## src/rtl/ak16_pkg.sv

```systemverilog
// Shared AK-16b pipeline definitions: datapath widths, memory-stage FSM encoding
// and the default bus-wait timeout.
package ak16_pkg;
  localparam int DATA_W      = 16;
  localparam int REG_AW      = 4;
  localparam int TIMEOUT_DEF = 255;
  localparam int CNT_W       = 16;

  typedef enum logic {
    IDLE     = 1'b0,
    WAIT_RSP = 1'b1
  } mem_state_e;
endpackage

```

## src/rtl/pipe_mem_wb.sv

```systemverilog
// MEM/WB pipeline register. A load captures the writeback bundle; otherwise a bubble
// is inserted (write enable dropped, result and destination held).
module pipe_mem_wb #(
  parameter int DATA_W = ak16_pkg::DATA_W,
  parameter int REG_AW = ak16_pkg::REG_AW
) (
  input  logic              clk,
  input  logic              rst,
  input  logic              load,
  input  logic [DATA_W-1:0] in_result,
  input  logic [REG_AW-1:0] in_rd,
  input  logic              in_reg_write,
  output logic [DATA_W-1:0] wb_result,
  output logic [REG_AW-1:0] wb_rd,
  output logic              wb_reg_write
);
  import ak16_pkg::*;

  logic [DATA_W-1:0] result_d, result_q;
  logic [REG_AW-1:0] rd_d, rd_q;
  logic              reg_write_d, reg_write_q;

  always_comb begin
    result_d    = result_q;
    rd_d        = rd_q;
    reg_write_d = 1'b0;
    if (load) begin
      result_d    = in_result;
      rd_d        = in_rd;
      reg_write_d = in_reg_write;
    end
  end

  always_ff @(posedge clk or posedge rst) begin
    if (rst) begin
      result_q    <= '0;
      rd_q        <= '0;
      reg_write_q <= 1'b0;
    end else begin
      result_q    <= result_d;
      rd_q        <= rd_d;
      reg_write_q <= reg_write_d;
    end
  end

  assign wb_result    = result_q;
  assign wb_rd        = rd_q;
  assign wb_reg_write = reg_write_q;
endmodule

```

## src/rtl/mem_stage_ctrl.sv

```systemverilog
// AK-16b MEM stage: runs the data-memory req/gnt/rvalid handshake for the EX/MEM bundle,
// stalls upstream while waiting, resolves branches and feeds the MEM/WB register.
module mem_stage_ctrl #(
  parameter int DATA_W  = ak16_pkg::DATA_W,
  parameter int REG_AW  = ak16_pkg::REG_AW,
  parameter int TIMEOUT = ak16_pkg::TIMEOUT_DEF
) (
  input  logic              clk,
  input  logic              rst,
  input  logic [DATA_W-1:0] mem_alu_result,
  input  logic [DATA_W-1:0] mem_rs2_data,
  input  logic [REG_AW-1:0] mem_rd,
  input  logic              mem_reg_write,
  input  logic              mem_mem_read,
  input  logic              mem_mem_write,
  input  logic              mem_mem_to_reg,
  input  logic              mem_branch,
  input  logic              mem_branch_ne,
  input  logic              mem_zero,
  output logic              dmem_req,
  output logic              dmem_we,
  output logic [DATA_W-1:0] dmem_addr,
  output logic [DATA_W-1:0] dmem_wdata,
  input  logic              dmem_gnt,
  input  logic              dmem_rvalid,
  input  logic [DATA_W-1:0] dmem_rdata,
  output logic              mem_stall,
  output logic              branch_taken,
  output logic              bus_err,
  output logic [DATA_W-1:0] wb_result,
  output logic [REG_AW-1:0] wb_rd,
  output logic              wb_reg_write
);
  import ak16_pkg::*;

  localparam logic [CNT_W-1:0] TMO_LAST = CNT_W'(TIMEOUT - 1);

  mem_state_e        state_d, state_q;
  logic [CNT_W-1:0]  cnt_d, cnt_q;
  logic              bus_err_d, bus_err_q;
  logic              access;
  logic              req;
  logic              stall;
  logic              complete;
  logic              abort;
  logic [DATA_W-1:0] rdata_eff;
  logic [DATA_W-1:0] wb_in_result;

  assign access = mem_mem_read | mem_mem_write;

  always_comb begin
    state_d   = state_q;
    req       = 1'b0;
    complete  = 1'b0;
    abort     = 1'b0;
    rdata_eff = '0;
    case (state_q)
      IDLE: begin
        if (!access) begin
          complete = 1'b1;
        end else begin
          req = 1'b1;
          if (dmem_gnt && mem_mem_write) begin
            complete = 1'b1;
          end else if (dmem_gnt) begin
            state_d = WAIT_RSP;
          end
        end
      end
      WAIT_RSP: begin
        // rvalid is only honoured here, never in the grant cycle
        if (dmem_rvalid) begin
          complete  = 1'b1;
          rdata_eff = dmem_rdata;
          state_d   = IDLE;
        end
      end
      default: state_d = IDLE;
    endcase

    stall = ~complete;
    // Timeout forces a completion with zero read data so EX/MEM can drain
    if (stall && (cnt_q == TMO_LAST)) begin
      abort     = 1'b1;
      stall     = 1'b0;
      rdata_eff = '0;
      state_d   = IDLE;
    end

    if (!stall || ((state_q == IDLE) && (state_d == WAIT_RSP))) begin
      cnt_d = '0;
    end else begin
      cnt_d = cnt_q + 1'b1;
    end

    bus_err_d = abort;
  end

  always_ff @(posedge clk or posedge rst) begin
    if (rst) begin
      state_q   <= IDLE;
      cnt_q     <= '0;
      bus_err_q <= 1'b0;
    end else begin
      state_q   <= state_d;
      cnt_q     <= cnt_d;
      bus_err_q <= bus_err_d;
    end
  end

  assign dmem_req     = req & ~rst;
  assign dmem_we      = mem_mem_write;
  assign dmem_addr    = mem_alu_result;
  assign dmem_wdata   = mem_rs2_data;
  assign mem_stall    = stall;
  assign bus_err      = bus_err_q;
  assign branch_taken = ((mem_branch & mem_zero) | (mem_branch_ne & ~mem_zero)) & ~stall;
  assign wb_in_result = mem_mem_to_reg ? rdata_eff : mem_alu_result;

  pipe_mem_wb #(
    .DATA_W (DATA_W),
    .REG_AW (REG_AW)
  ) u_mem_wb (
    .clk          (clk),
    .rst          (rst),
    .load         (~stall),
    .in_result    (wb_in_result),
    .in_rd        (mem_rd),
    .in_reg_write (mem_reg_write),
    .wb_result    (wb_result),
    .wb_rd        (wb_rd),
    .wb_reg_write (wb_reg_write)
  );
endmodule

```

## config.mk

```make
export PLATFORM = sky130hd
export DESIGN_NAME = mem_stage_ctrl
export DESIGN_NICKNAME = d
export VERILOG_FILES = /design/src/rtl/ak16_pkg.sv /design/src/rtl/pipe_mem_wb.sv /design/src/rtl/mem_stage_ctrl.sv
export SDC_FILE = /design/constraint.sdc
export NUM_CORES = 1
export LEC_CHECK = 0
export BUFFER_PORTS_ARGS = -buffer_cell sky130_fd_sc_hd__buf_2
export CAP_MARGIN = 20
export CORE_ASPECT_RATIO = 1.25
export CORE_MARGIN = 5
export CORE_UTILIZATION = 41
export CTS_BUF_LIST = sky130_fd_sc_hd__clkbuf_4 sky130_fd_sc_hd__clkbuf_8
export DETAILED_ROUTE_END_ITERATION = 10
export GPL_TIMING_DRIVEN = 1
export PLACE_DENSITY = 0.76
export SYNTH_ARGS = -nofsm -noshare
export SYNTH_HDL_FRONTEND = slang
export SYNTH_SLANG_ARGS = --single-unit
```

## constraint.sdc

```tcl
create_clock -name clk -period 1.6 [get_ports clk]
set_input_delay 0.32 -clock clk [delete_from_list [all_inputs] [get_ports clk]]
set_output_delay 0.32 -clock clk [all_outputs]
set_load 0.02 [all_outputs]
```

* After elaboration in Yosys (flattened, before gate mapping)
Index checks and enable logic that the tools add are counted.
Storage, ports and cells: register bits after elaboration 39, bits in latches 0, memory bits (writable) 0, memory bits (read-only) 0, bits of input ports 63, word-level logic and storage cells 44, memories kept 0
Cells by class: add/subtract/negate cells 1, multiply operators 0, div/mod/pow operators 0, magnitude comparators 0, equal/unequal tests 1, shift operators 0, muxes and demuxes 20, bitwise logic cells 11, reduce and logical (&&, ||, !) cells 5
Operator list (number):
- 16-bit 2-to-1 mux | 5
- 16-bit by 1-bit adder with 16-bit output (second input constant) | 1
- 16-bit by 8-bit == test with 1-bit output (second input constant) | 1
- 1-bit 2-to-1 mux | 13
- 1-bit NOT | 5
- 1-bit AND | 4
- 1-bit case mux with 2 select lines | 2
- 1-bit logical AND | 3
- 1-bit OR | 2
- 1-bit zero test | 1
- 1-bit logical OR | 1

* Depth between registers and ports, before layout
depth in word-level cells 10, depth in mapped cells 8

* Cells and area by module
From an unflattened synthesis, not the netlist that was laid out.
Unflattened totals: cells, all modules 228, area total of the unflattened synthesis 2304.7 um^2
Modules (own cells, without submodules):
- mem_stage_ctrl | instances 1, cells each 183, area each 1450.1 um^2
- pipe_mem_wb | instances 1, cells each 45, area each 854.6 um^2

* Worst setup path after synthesis
OpenSTA, ideal clock, no wires.
path type register to output, start reg cnt_q[0], end out branch_taken, arrival time 1.686 ns, data required time 1.280 ns, setup slack -0.406 ns, stages on the path, launching flop included 9, cell sequence dfrtp_1 inv_1 ha_1 nor4b_2 nand4_2 and2_1 buf_6 buf_2 nor2_1
On the way: cells in the longest elaborated chain, start to end 5
Ends and longest elaborated chain:
- start, declared | line mem_stage_ctrl.sv:39 | logic [CNT_W-1:0] cnt_d, cnt_q;
- start signal, assigned | line mem_stage_ctrl.sv:106 | cnt_q <= cnt_d;
- 16-bit by 8-bit == test with 1-bit output | line mem_stage_ctrl.sv:83 | if (stall && (cnt_q == TMO_LAST)) begin
- 1-bit logical AND | line mem_stage_ctrl.sv:83
- 1-bit 2-to-1 mux | line mem_stage_ctrl.sv:83
- named net mem_stall | line mem_stage_ctrl.sv:27 | output logic mem_stall,
- 1-bit NOT
- 1-bit AND | line mem_stage_ctrl.sv:117 | assign branch_taken = ((mem_branch & mem_zero) | (mem_branch_ne & ~mem_zero)) & ~stall;
- end, declared | line mem_stage_ctrl.sv:28 | output logic branch_taken,
The timed path passes the listed nets, and every way through them passes these cells.

* Final worst setup path
start reg cnt_q[0], end out branch_taken
On the way: cells in the longest elaborated chain, start to end 5
Ends and longest elaborated chain (line):
- 16-bit by 8-bit == test with 1-bit output | mem_stage_ctrl.sv:83
- 1-bit logical AND | mem_stage_ctrl.sv:83
- 1-bit 2-to-1 mux | mem_stage_ctrl.sv:83
- 1-bit NOT
- 1-bit AND | mem_stage_ctrl.sv:117
Every way passes these cells.

==> flow_summary.ini <==
[sta]
whs_ns = 0.1462
timing.slew.headroom_pct = 63.26
clock_skew_ns = 0.005882
post-route-period-util_pct = 117.3
slew_violations = 0
finalSetupViolCount = 22
min_period_ns = 1.877
finalHoldViolCount = 0
worst_slew_pin_slew_ns = 0.5512
worst_slack_ns = -0.2773
rsz0062_at_grt = true
fmax_mhz = 532.7

[layout]
final_common_cell = buf_2
utilization_pct = 54.81
final_cell_mix = buf_2 (86), dfrtp_1 (39), nand3_1 (24)
fin_area_sq_um = 2804
fin_nets = 370
n_antenna_cell = 0
area_growth_pct = 28.72
drive_above_1_share_pct = 48.37

[clock_network]
clockBufferDepth = 2
holdBufCountCts = 0
h-tree-depth = 2
clkSinkCount = 39
cts_buffers = 5
clk_pin_slew_ns = 0.08
cts_tree = done
cts_root_buf = clkbuf_8
clk_latency_ns = 0.29

[global_route]
grt_pass1_wl_um = 8700
grt_usage_pct = 16.06
grt_pass1_vias = 1901
grt_max_degree = 40
overflow = 0
antenna_found_initial = 0

[yosys]
synthArstFlopShare_pct = 100.0
synth-simple-area-share_pct = 21.83
yosysUniqueCellTypes = 36
synth_cells = 229
yosys_most_used_dff = dfrtp_1
synth_nets = 294
muxShareOfSynthArea_pct = 2.700
yosys.area_share.xor_xnor_pct = 4.825
synth-compound-area-share_pct = 9.477
synth-edff-count = 0
avgSynthCellArea_sq_um = 9.512
synth_top_family_by_area = simple AND/OR/NAND/NOR gates
syn_area_sq_um = 2178
synth_fa_ha_area_share_pct = 1.149
ys_ff_latch = 39
ys_warn_count = 0
seq_area_frac_synth_pct = 44.80

[routing]
wl_per_cell_um = 14.47
dr_total_vias = 1893
routed_wl_um = 5326
drc_errors = 0
drtIter0Drc = 74
ant_nets = 0
drtPass1Iterations = 4
routed_via_density = 5.144

[die]
die_h_um = 91.50
die_x_um = 75.20
start_util_pct = 42.58
io_pins = 121
rows = 29
design.die.area_sq_um = 6880
core-area_sq_um = 5116

[job]
drv_cap = 0

[worst_setup_path]
critPathMaxFanout = 4
cp.required_ns = 1.28
end_kind = output pin
critPathLaunchType = flip-flop
path_class = flip-flop to output pin
arrival_ns = 1.56

[placed_design]
dp_hpwl_um = 3998
portBuffers = 88
gp_congestion = 0.8381
place_area_sq_um = 2580

[power]
max-vdd-ir-drop_v = 0.0007164
p_leak_nw = 1.409
p_per_area_nw_per_um2 = 896.9

[run_status]
violations = negative setup slack
status = finished with violations

[hold_path]
hp-class = primary input to async pin
==> worst max-delay path: stages (launching register included) <==
cell     delay, ns
dfrtp_1       0.38
inv_1         0.06
ha_1          0.14
nor4b_4       0.20
nand4_2       0.11
and2_4        0.18
nor2_4        0.08
buf_6         0.12
==> path summary, 6_finish.rpt <==
check | cells past startpoint | startpoint | slack, ns | to
worst min-delay path | 3 | rst | 0.15 | state_q
worst min register to register | 2 | u_mem_wb.wb_result[1] | 0.51 | u_mem_wb.wb_result[1]
worst max-delay path | 7 | cnt_q[0] | -0.28 | branch_taken
worst max register to register | 8 | cnt_q[0] | -0.14 | u_mem_wb.wb_rd[3]
max in group asynchronous | 3 | rst | 1.12 | u_mem_wb.wb_result[1]
min in group clk | 2 | mem_rd[1] | 0.26 | u_mem_wb.wb_rd[1]
==> logic make-up (layout without fill, tap and decap cells) <==
group | Yosys count | after routing
compound gates | 39 | 39
xor+xnor | 12 | 12
fa+ha+maj | 2 | 2
buf+inv | 49 | 126
flops | 39 | 39
mux | 5 | 5
simple gates | 83 | 83
==> registers in the layout, indices dropped and copies added (netlist names) <==
name / cells
cnt_q: 16
u_mem_wb.wb_result: 16
state_q: 1
bus_err: 1
u_mem_wb.wb_rd: 4
u_mem_wb.wb_reg_write: 1
==> report_power, final <==
part / switching [mW] / leakage [nW] / internal, mW / total (mW)
clock: 0.352 / 0.0402 / 0.303 / 0.655
sequential: 0.0510 / 0.515 / 1.08 / 1.13
combinational: 0.413 / 0.853 / 0.319 / 0.731
==> routing by layer <==
layer	wire [um]	up-vias	global-route usage, %
li1	-	897	-
met1	1942	910	19.18
met2	2907	68	27.11
met3	318	18	3.978
met4	157	0	6.268
met5	0	-	0
==> repair_timing <==
| action | CTS | global route |
|---|---|---|
| resized for setup | 15 | 23 |
| buffers inserted | 1 | 2 |
| setup endpoints to repair | 2 | 38 |
| pin swaps | 0 | 5 |
| cloned | 0 | 1 |
==> area by class of cell <==
cell class              instances  area (sq um)
multi-input cells             141         949.7
fillers                       444          2312
clock inverters                 3         20.02
inverters                       3         11.26
clock buffers                   5         68.82
well taps                      62         77.57
flip-flops and latches         39         975.9
repair buffers                115         700.7
==> synthesized netlist by cell type, types with 2 or more instances <==
master / count / share of area (%)
a21oi_1: 18 / 4.1
and2_1: 3 / 0.86
and3_1: 4 / 1.1
and4_1: 3 / 1.2
buf_2: 4 / 0.92
buf_4: 34 / 12
buf_6: 2 / 1.0
clkbuf_1: 5 / 0.86
dfrtp_1: 39 / 45
ha_1: 2 / 1.1
inv_1: 3 / 0.52
mux2_2: 3 / 1.6
nand2_1: 3 / 0.52
nand3_1: 24 / 5.5
nand4_1: 4 / 1.1
nor2_1: 16 / 2.8
nor2b_1: 18 / 5.2
o21ai_0: 15 / 3.4
o21ai_1: 2 / 0.46
xnor2_1: 2 / 0.80
xor2_1: 10 / 4.0
==> per-stage QoR <==
step                      worst slack [ns]  std cells    TNS, ns  total power [mW]
after global placement           -0.008672        356  -0.008672             1.770
final                              -0.2773        368     -2.077             2.515
after CTS                          -0.3107        365    -0.9787             2.461
after detailed placement          -0.05407        356   -0.05407             1.787
after global routing               -0.3635        368     -4.980             2.645
after floorplan                    -0.1517        229    -0.2509             1.607
(Power assumes the default switching activity.)
